## config.mk

```make
export PLATFORM = sky130hd
export DESIGN_NAME = frame_config_sequencer_flat
export DESIGN_NICKNAME = d
export VERILOG_FILES = /design/src/rtl/frame_seq_pkg.sv /design/src/rtl/frame_config_sequencer_if.sv /design/src/rtl/frame_onehot_dec.sv /design/src/rtl/frame_config_sequencer.sv /design/src/flat_wrapper.sv
export SDC_FILE = /design/constraint.sdc
export NUM_CORES = 1
export LEC_CHECK = 0
export ABC_CLOCK_PERIOD_IN_PS = 2800
export CORE_UTILIZATION = 45
export DETAILED_ROUTE_END_ITERATION = 10
export PLACE_DENSITY_LB_ADDON = 0.25
export SLEW_MARGIN = 20
export SYNTH_ARGS = -nofsm -noshare
export SYNTH_HDL_FRONTEND = slang
export SYNTH_HIERARCHICAL = 1
export SYNTH_SLANG_ARGS = --single-unit
```

## constraint.sdc

```tcl
create_clock -name CLK -period 2.8 [get_ports CLK]
set_clock_uncertainty 0.05 [all_clocks]
set_input_delay 0.56 -clock CLK [delete_from_list [all_inputs] [get_ports CLK]]
set_output_delay 0.56 -clock CLK [all_outputs]
set_load 0.02 [all_outputs]
```

## src/rtl/frame_seq_pkg.sv

```systemverilog
// Shared constants for the configuration-frame sequencer: header magic,
// header field positions and the sequencer state encoding.
package frame_seq_pkg;

  localparam logic [7:0] FRAME_SEQ_MAGIC = 8'hFA;

  localparam int MAGIC_MSB = 31;
  localparam int MAGIC_LSB = 24;
  localparam int COL_MSB   = 23;
  localparam int COL_LSB   = 19;
  localparam int FRAME_MSB = 18;
  localparam int FRAME_LSB = 14;
  localparam int COUNT_MSB = 13;
  localparam int COUNT_LSB = 0;

  localparam int COL_W   = COL_MSB - COL_LSB + 1;
  localparam int FRAME_W = FRAME_MSB - FRAME_LSB + 1;
  localparam int COUNT_W = COUNT_MSB - COUNT_LSB + 1;

  typedef enum logic [1:0] {
    IDLE   = 2'd0,
    LOAD   = 2'd1,
    STROBE = 2'd2
  } seqState_t;

endpackage

```

## src/rtl/frame_config_sequencer_if.sv

```systemverilog
// Valid/ready configuration-word stream feeding the frame sequencer.
// The bitstream source is the master; the sequencer is the slave.
interface frame_config_sequencer_if #(
  parameter int DataWidth = 32
);
  logic [DataWidth-1:0] in_data;
  logic                 in_valid;
  logic                 in_ready;

  modport master (output in_data, output in_valid, input in_ready);
  modport slave  (input in_data, input in_valid, output in_ready);
endinterface

```

## src/rtl/frame_onehot_dec.sv

```systemverilog
// Binary frame index to one-hot row-frame strobe, forced to zero when
// the enable is low.
module frame_onehot_dec #(
  parameter int MaxFramesPerCol = 20,
  parameter int IndexWidth      = 5
) (
  input  logic [IndexWidth-1:0]      frameIndex,
  input  logic                       enable,
  output logic [MaxFramesPerCol-1:0] oneHot
);

  always_comb begin
    // NOTE: default every bit before the loop so no latch is inferred.
    oneHot = '0;
    for (int i = 0; i < MaxFramesPerCol; i++) begin
      if (enable && frameIndex == IndexWidth'(i)) oneHot[i] = 1'b1;
    end
  end

endmodule

```

## src/rtl/frame_config_sequencer.sv

```systemverilog
// Parses a header plus N data words and issues one column/frame write strobe
// per data word. Optional feature macro: FRAME_SEQ_FRAME_CNT_EN (strobe counter).
module frame_config_sequencer
  import frame_seq_pkg::*;
#(
  parameter int MaxFramesPerCol  = 20,
  parameter int FrameSelectWidth = 5,
  parameter int FrameBitsPerRow  = 32,
  parameter int NumCols          = 16
) (
  input  logic                        CLK,
  input  logic                        reset,
  frame_config_sequencer_if.slave     cfg,
  output logic [FrameBitsPerRow-1:0]  FrameData,
  output logic [FrameSelectWidth-1:0] FrameSelect,
  output logic                        FrameStrobe,
  output logic [MaxFramesPerCol-1:0]  FrameStrobe_O,
  output logic                        busy,
  output logic                        err
`ifdef FRAME_SEQ_FRAME_CNT_EN
  ,
  output logic [15:0]                 frame_count
`endif
);

  localparam logic [1:0] ST_IDLE   = IDLE;
  localparam logic [1:0] ST_LOAD   = LOAD;
  localparam logic [1:0] ST_STROBE = STROBE;

  localparam logic [COL_W-1:0]   LAST_COL   = COL_W'(NumCols - 1);
  localparam logic [FRAME_W-1:0] LAST_FRAME = FRAME_W'(MaxFramesPerCol - 1);

  logic [1:0]                  state;
  logic [COL_W-1:0]            column;
  logic [FRAME_W-1:0]          frame;
  logic [COUNT_W-1:0]          remaining;
  logic [MaxFramesPerCol-1:0]  decOneHot;

  logic [7:0]         hdrMagic;
  logic [COL_W-1:0]   hdrCol;
  logic [FRAME_W-1:0] hdrFrame;
  logic [COUNT_W-1:0] hdrCount;
  logic               hdrBad;
  logic               accept;
  logic               loadAccept;

  assign hdrMagic = cfg.in_data[MAGIC_MSB:MAGIC_LSB];
  assign hdrCol   = cfg.in_data[COL_MSB:COL_LSB];
  assign hdrFrame = cfg.in_data[FRAME_MSB:FRAME_LSB];
  assign hdrCount = cfg.in_data[COUNT_MSB:COUNT_LSB];
  assign hdrBad   = (hdrMagic != FRAME_SEQ_MAGIC) || (hdrCol > LAST_COL) ||
                    (hdrFrame > LAST_FRAME);

  // in_ready is gated by reset so the source sees it low while reset is held.
  assign cfg.in_ready = !reset && (state == ST_IDLE || state == ST_LOAD);
  assign accept       = cfg.in_valid && cfg.in_ready;
  assign loadAccept   = accept && (state == ST_LOAD);
  assign busy         = (state != ST_IDLE);

  frame_onehot_dec #(
    .MaxFramesPerCol(MaxFramesPerCol),
    .IndexWidth     (FRAME_W)
  ) u_dec (
    .frameIndex(frame),
    .enable    (loadAccept),
    .oneHot    (decOneHot)
  );

  always_ff @(posedge CLK or posedge reset) begin
    if (reset) begin
      state         <= ST_IDLE;
      column        <= '0;
      frame         <= '0;
      remaining     <= '0;
      FrameData     <= '0;
      FrameSelect   <= '0;
      FrameStrobe   <= 1'b0;
      FrameStrobe_O <= '0;
      err           <= 1'b0;
    end else begin
      // NOTE: non-blocking assignments so every register sees pre-edge values.
      FrameStrobe   <= loadAccept;
      FrameStrobe_O <= decOneHot;
      err           <= 1'b0;
      case (state)
        ST_IDLE: begin
          if (accept) begin
            if (hdrBad) begin
              err <= 1'b1;
            end else if (hdrCount != '0) begin
              column    <= hdrCol;
              frame     <= hdrFrame;
              remaining <= hdrCount;
              state     <= ST_LOAD;
            end
          end
        end
        ST_LOAD: begin
          if (accept) begin
            FrameData   <= cfg.in_data;
            FrameSelect <= FrameSelectWidth'(column);
            state       <= ST_STROBE;
          end
        end
        ST_STROBE: begin
          remaining <= remaining - COUNT_W'(1);
          if (frame == LAST_FRAME) begin
            frame  <= '0;
            column <= column + COL_W'(1);
          end else begin
            frame <= frame + FRAME_W'(1);
          end
          // Running off the last column with frames still owed aborts the burst.
          if (remaining == COUNT_W'(1)) begin
            state <= ST_IDLE;
          end else if (frame == LAST_FRAME && column == LAST_COL) begin
            err   <= 1'b1;
            state <= ST_IDLE;
          end else begin
            state <= ST_LOAD;
          end
        end
        default: state <= ST_IDLE;
      endcase
    end
  end

`ifdef FRAME_SEQ_FRAME_CNT_EN
  // Survives new headers; only reset clears it.
  always_ff @(posedge CLK or posedge reset) begin
    if (reset) begin
      frame_count <= '0;
    end else if (loadAccept && frame_count != 16'hFFFF) begin
      frame_count <= frame_count + 16'd1;
    end
  end
`endif

endmodule

```

## src/flat_wrapper.sv

```systemverilog
// flat-port wrapper written by rule: the top's interface ports become plain ports
module frame_config_sequencer_flat import frame_seq_pkg::*;
#(
  parameter int MaxFramesPerCol  = 20,
  parameter int FrameSelectWidth = 5,
  parameter int FrameBitsPerRow  = 32,
  parameter int NumCols          = 16
)
  (CLK, reset, FrameData, FrameSelect, FrameStrobe, FrameStrobe_O, busy, err, cfg_in_data, cfg_in_valid, cfg_in_ready);
  frame_config_sequencer_if cfg_i ();
  input  logic CLK;
  input  logic reset;
  output logic [FrameBitsPerRow-1:0] FrameData;
  output logic [FrameSelectWidth-1:0] FrameSelect;
  output logic FrameStrobe;
  output logic [MaxFramesPerCol-1:0] FrameStrobe_O;
  output logic busy;
  output logic err;
  input wire logic [$bits(cfg_i.in_data)-1:0] cfg_in_data;
  input wire logic [$bits(cfg_i.in_valid)-1:0] cfg_in_valid;
  output wire logic [$bits(cfg_i.in_ready)-1:0] cfg_in_ready;
  assign cfg_i.in_data = cfg_in_data;
  assign cfg_i.in_valid = cfg_in_valid;
  assign cfg_in_ready = cfg_i.in_ready;
  frame_config_sequencer #(.MaxFramesPerCol(MaxFramesPerCol), .FrameSelectWidth(FrameSelectWidth), .FrameBitsPerRow(FrameBitsPerRow), .NumCols(NumCols)) u_core (.CLK(CLK), .reset(reset), .cfg(cfg_i), .FrameData(FrameData), .FrameSelect(FrameSelect), .FrameStrobe(FrameStrobe), .FrameStrobe_O(FrameStrobe_O), .busy(busy), .err(err));
endmodule
```

==> metrics.txt <==
worst hold path depth=1; number of max-cap violations=0; Max FO, Critical Path=15; Post-Syn Area=3880 um2; status=finished, final reports clean; Post-synth EDFFs=0; Crit path largest cell delay=0.69 ns; Seq/Total Area, Yosys=0.548; GP Congestion=0.876; Die Y=94.9 um; Vias/cell=5.65; GRT Resource Usage Total=0.230; top-area cell type share of the netlist area=0.548; via count=3190; post_cts resized=0; Worst VDD drop=0.000558 V; Synth cell types=58; Detailed Route Iter0 Violations=269; P per Cell Area=886 nW/um2; Fillers=677; Syn Area/Cell=11.3 um2; Diodes inserted=0; share of layout cells above drive strength 1=0.180; clk root buf=clkbuf_8; TritonCTS clock tree=done; Die X=94.9 um; fin crit share=0.887; Clk pin slew, worst setup/hold paths=0.09 ns; DR DRC count=0; synthesis-to-layout area growth=36.5%; WP depth=2; Reg area=2130 um2; final setup fails=0; leakage power=2.26 nW; CP Launch Type=flip-flop; # port buffers=95; global route overflow=0; HPWL after DPL=7000 um; CP Class=flip-flop to primary output; TritonCTS Buffers=9; vias in the first global route=3125; CTS max path bufs=2; Worst Tran Pin Value=0.702 ns; Reg2Reg Depth=7; crit-path leading delay family=flip-flops; slowest CP cell=dfrtp_1; placed cell count=549; RSZ-0062 raised after global routing=false; largest net degree at the start of global routing=56; CTS hold repair buffers=0; initial antenna violation count=0; Slew Limit Fails=0; H-tree levels=3; Worst Hold Class=flip-flop to flip-flop; Worst slew margin=0.531; I/O pin total=96; synth top area cells=dfrtp_1, mux2_2, nor2_1; Nets=495; first-pass GRT wire length=15700 um; TNS Setup=0 ns; worst path cell trace=or2_2, clkdlybuf4s50_1; Yosys top cell by area=dfrtp_1; Syn Nets=384; Avg WL per Cell=16.8 um; Skew-Pair Late Insertion Delay=0.36 ns; first drt pass iteration count=4; top_reg_cell synth=dfrtp_1; Critical Path RT=2.19 ns; Final Hold Vio Count=0; footprint of the multi-input gates=1670 um2; Mapped Cells=344; Total Wirelength=9510 um; Num Clock Sinks=85; ys async rst share=1.00; # rows=33; register bit count reported by yosys=85; Core Area=8300 um2; Initial Util=0.468; Setup Buffers After CTS=0; Cell Count, Final, Fillers Out=565; Worst setup EP type=primary output; full die area=9010 um2; Buf/Inv on CP=1; CP arrival=1.87 ns; min Tclk post-route=2.48 ns; Post-DRT Antenna Nets=0; synth warn=6; fmax=0.403 GHz
[stage by stage]
step	area (um2)	total power [mW]	util	worst slack, ns	hold WS, ns
detailed placement	5070	3.72	0.611	0.113	0.445
CTS	5300	4.73	0.639	0.308	0.465
global placement	5070	3.67	0.611	0.157	0.439
finish	5300	4.70	0.639	0.317	0.462
floorplan	3890	2.86	-	0.581	0.423
global route	5300	4.96	0.639	0.236	0.472
[cell families (layout without fill, tap and decap cells)]
kind of cell,after synthesis,in the layout,synth area share
DFF,85,85,0.548
xor gates and xnor gates,3,3,0.00676
muxes,39,39,0.113
buffers and inverters,22,138,0.0248
and+or+nand+nor,117,117,0.165
AOI/OAI and AO/OA,73,73,0.127
adders and majority gates,5,5,0.0161
[placed cells by master, fill, tap and decap left out, drive strengths merged, types with 5 or more instances in the layout]
cell type      Yosys  final
a21oi             20     20
a31oi              5      5
and3               5      5
buf                7     18
clkbuf             6      9
clkdlybuf4s50      0     95
dfrtp             85     85
ha                 5      5
inv                9     11
mux2              39     39
nand2             25     25
nand2b             5      5
nand3              5      5
nor2              34     34
nor3              11     11
nor4               6      6
o21ai             20     20
o2bb2ai            5      5
[sequential cells by signal (all words and copies together), names as in the netlist, 2 cells and up]
register and count:
u_core/state 2, u_core/column 5, u_core/remaining 14, u_core/FrameStrobe_O 20, u_core/frame 5, u_core/FrameData 32
u_core/FrameSelect 5
[report_power, final]
| group | switching (mW) | total (mW) | internal, mW |
|---|---|---|---|
| Combinational | 0.805 | 1.70 | 0.900 |
| Clock | 0.478 | 0.996 | 0.518 |
| Sequential | 0.372 | 2.00 | 1.62 |
[Yosys cell counts, drive strengths merged (3+ instances only)]
cell     count
nand4        3
mux2        39
nand3        5
nor3        11
inv          9
a31oi        5
a21oi       20
buf          7
o21ai       20
dfrtp       85
o2bb2ai      5
or4b         3
nor2b        4
clkbuf       6
nand2       25
ha           5
nor4         6
and3         5
nor3b        3
nand2b       5
nand4bb      3
nor4b        3
nor2        34
[path summary, 6_finish.rpt]
path                                                       start  slack, ns                                 end
max in group asynchronous                                  reset       1.67  u_core/FrameStrobe_O[12]$_DFF_PP0_
worst max register to register       u_core/state[1]$_DFFE_PP0P_       0.47         u_core/frame[3]$_DFFE_PP0P_
worst min register to register  u_core/FrameData[29]$_DFFE_PP0P_       0.46    u_core/FrameData[29]$_DFFE_PP0P_
min in group asynchronous                                  reset       0.48    u_core/FrameData[31]$_DFFE_PP0P_
worst min-delay path            u_core/FrameData[29]$_DFFE_PP0P_       0.46    u_core/FrameData[29]$_DFFE_PP0P_
worst max-delay path                 u_core/state[1]$_DFFE_PP0P_       0.32                                busy
[per-layer routing]
metal  up-vias  GRT usage  part of all wire
li1       1487          -                 -
met4         0     0.0997             0.016
met2       112      0.365              0.47
met3        13     0.0499             0.065
met1      1578      0.305              0.44
met5         -          0                 0
[cell type report]
type                       count  area share
clock buffer                   9      0.0234
clock inverter                 7      0.0201
inverter                       9     0.00708
multi-input combinational    237       0.314
sequential                    85       0.401
tap                          105      0.0248
timing repair buffer         113       0.209
(Power assumes the default switching activity.)
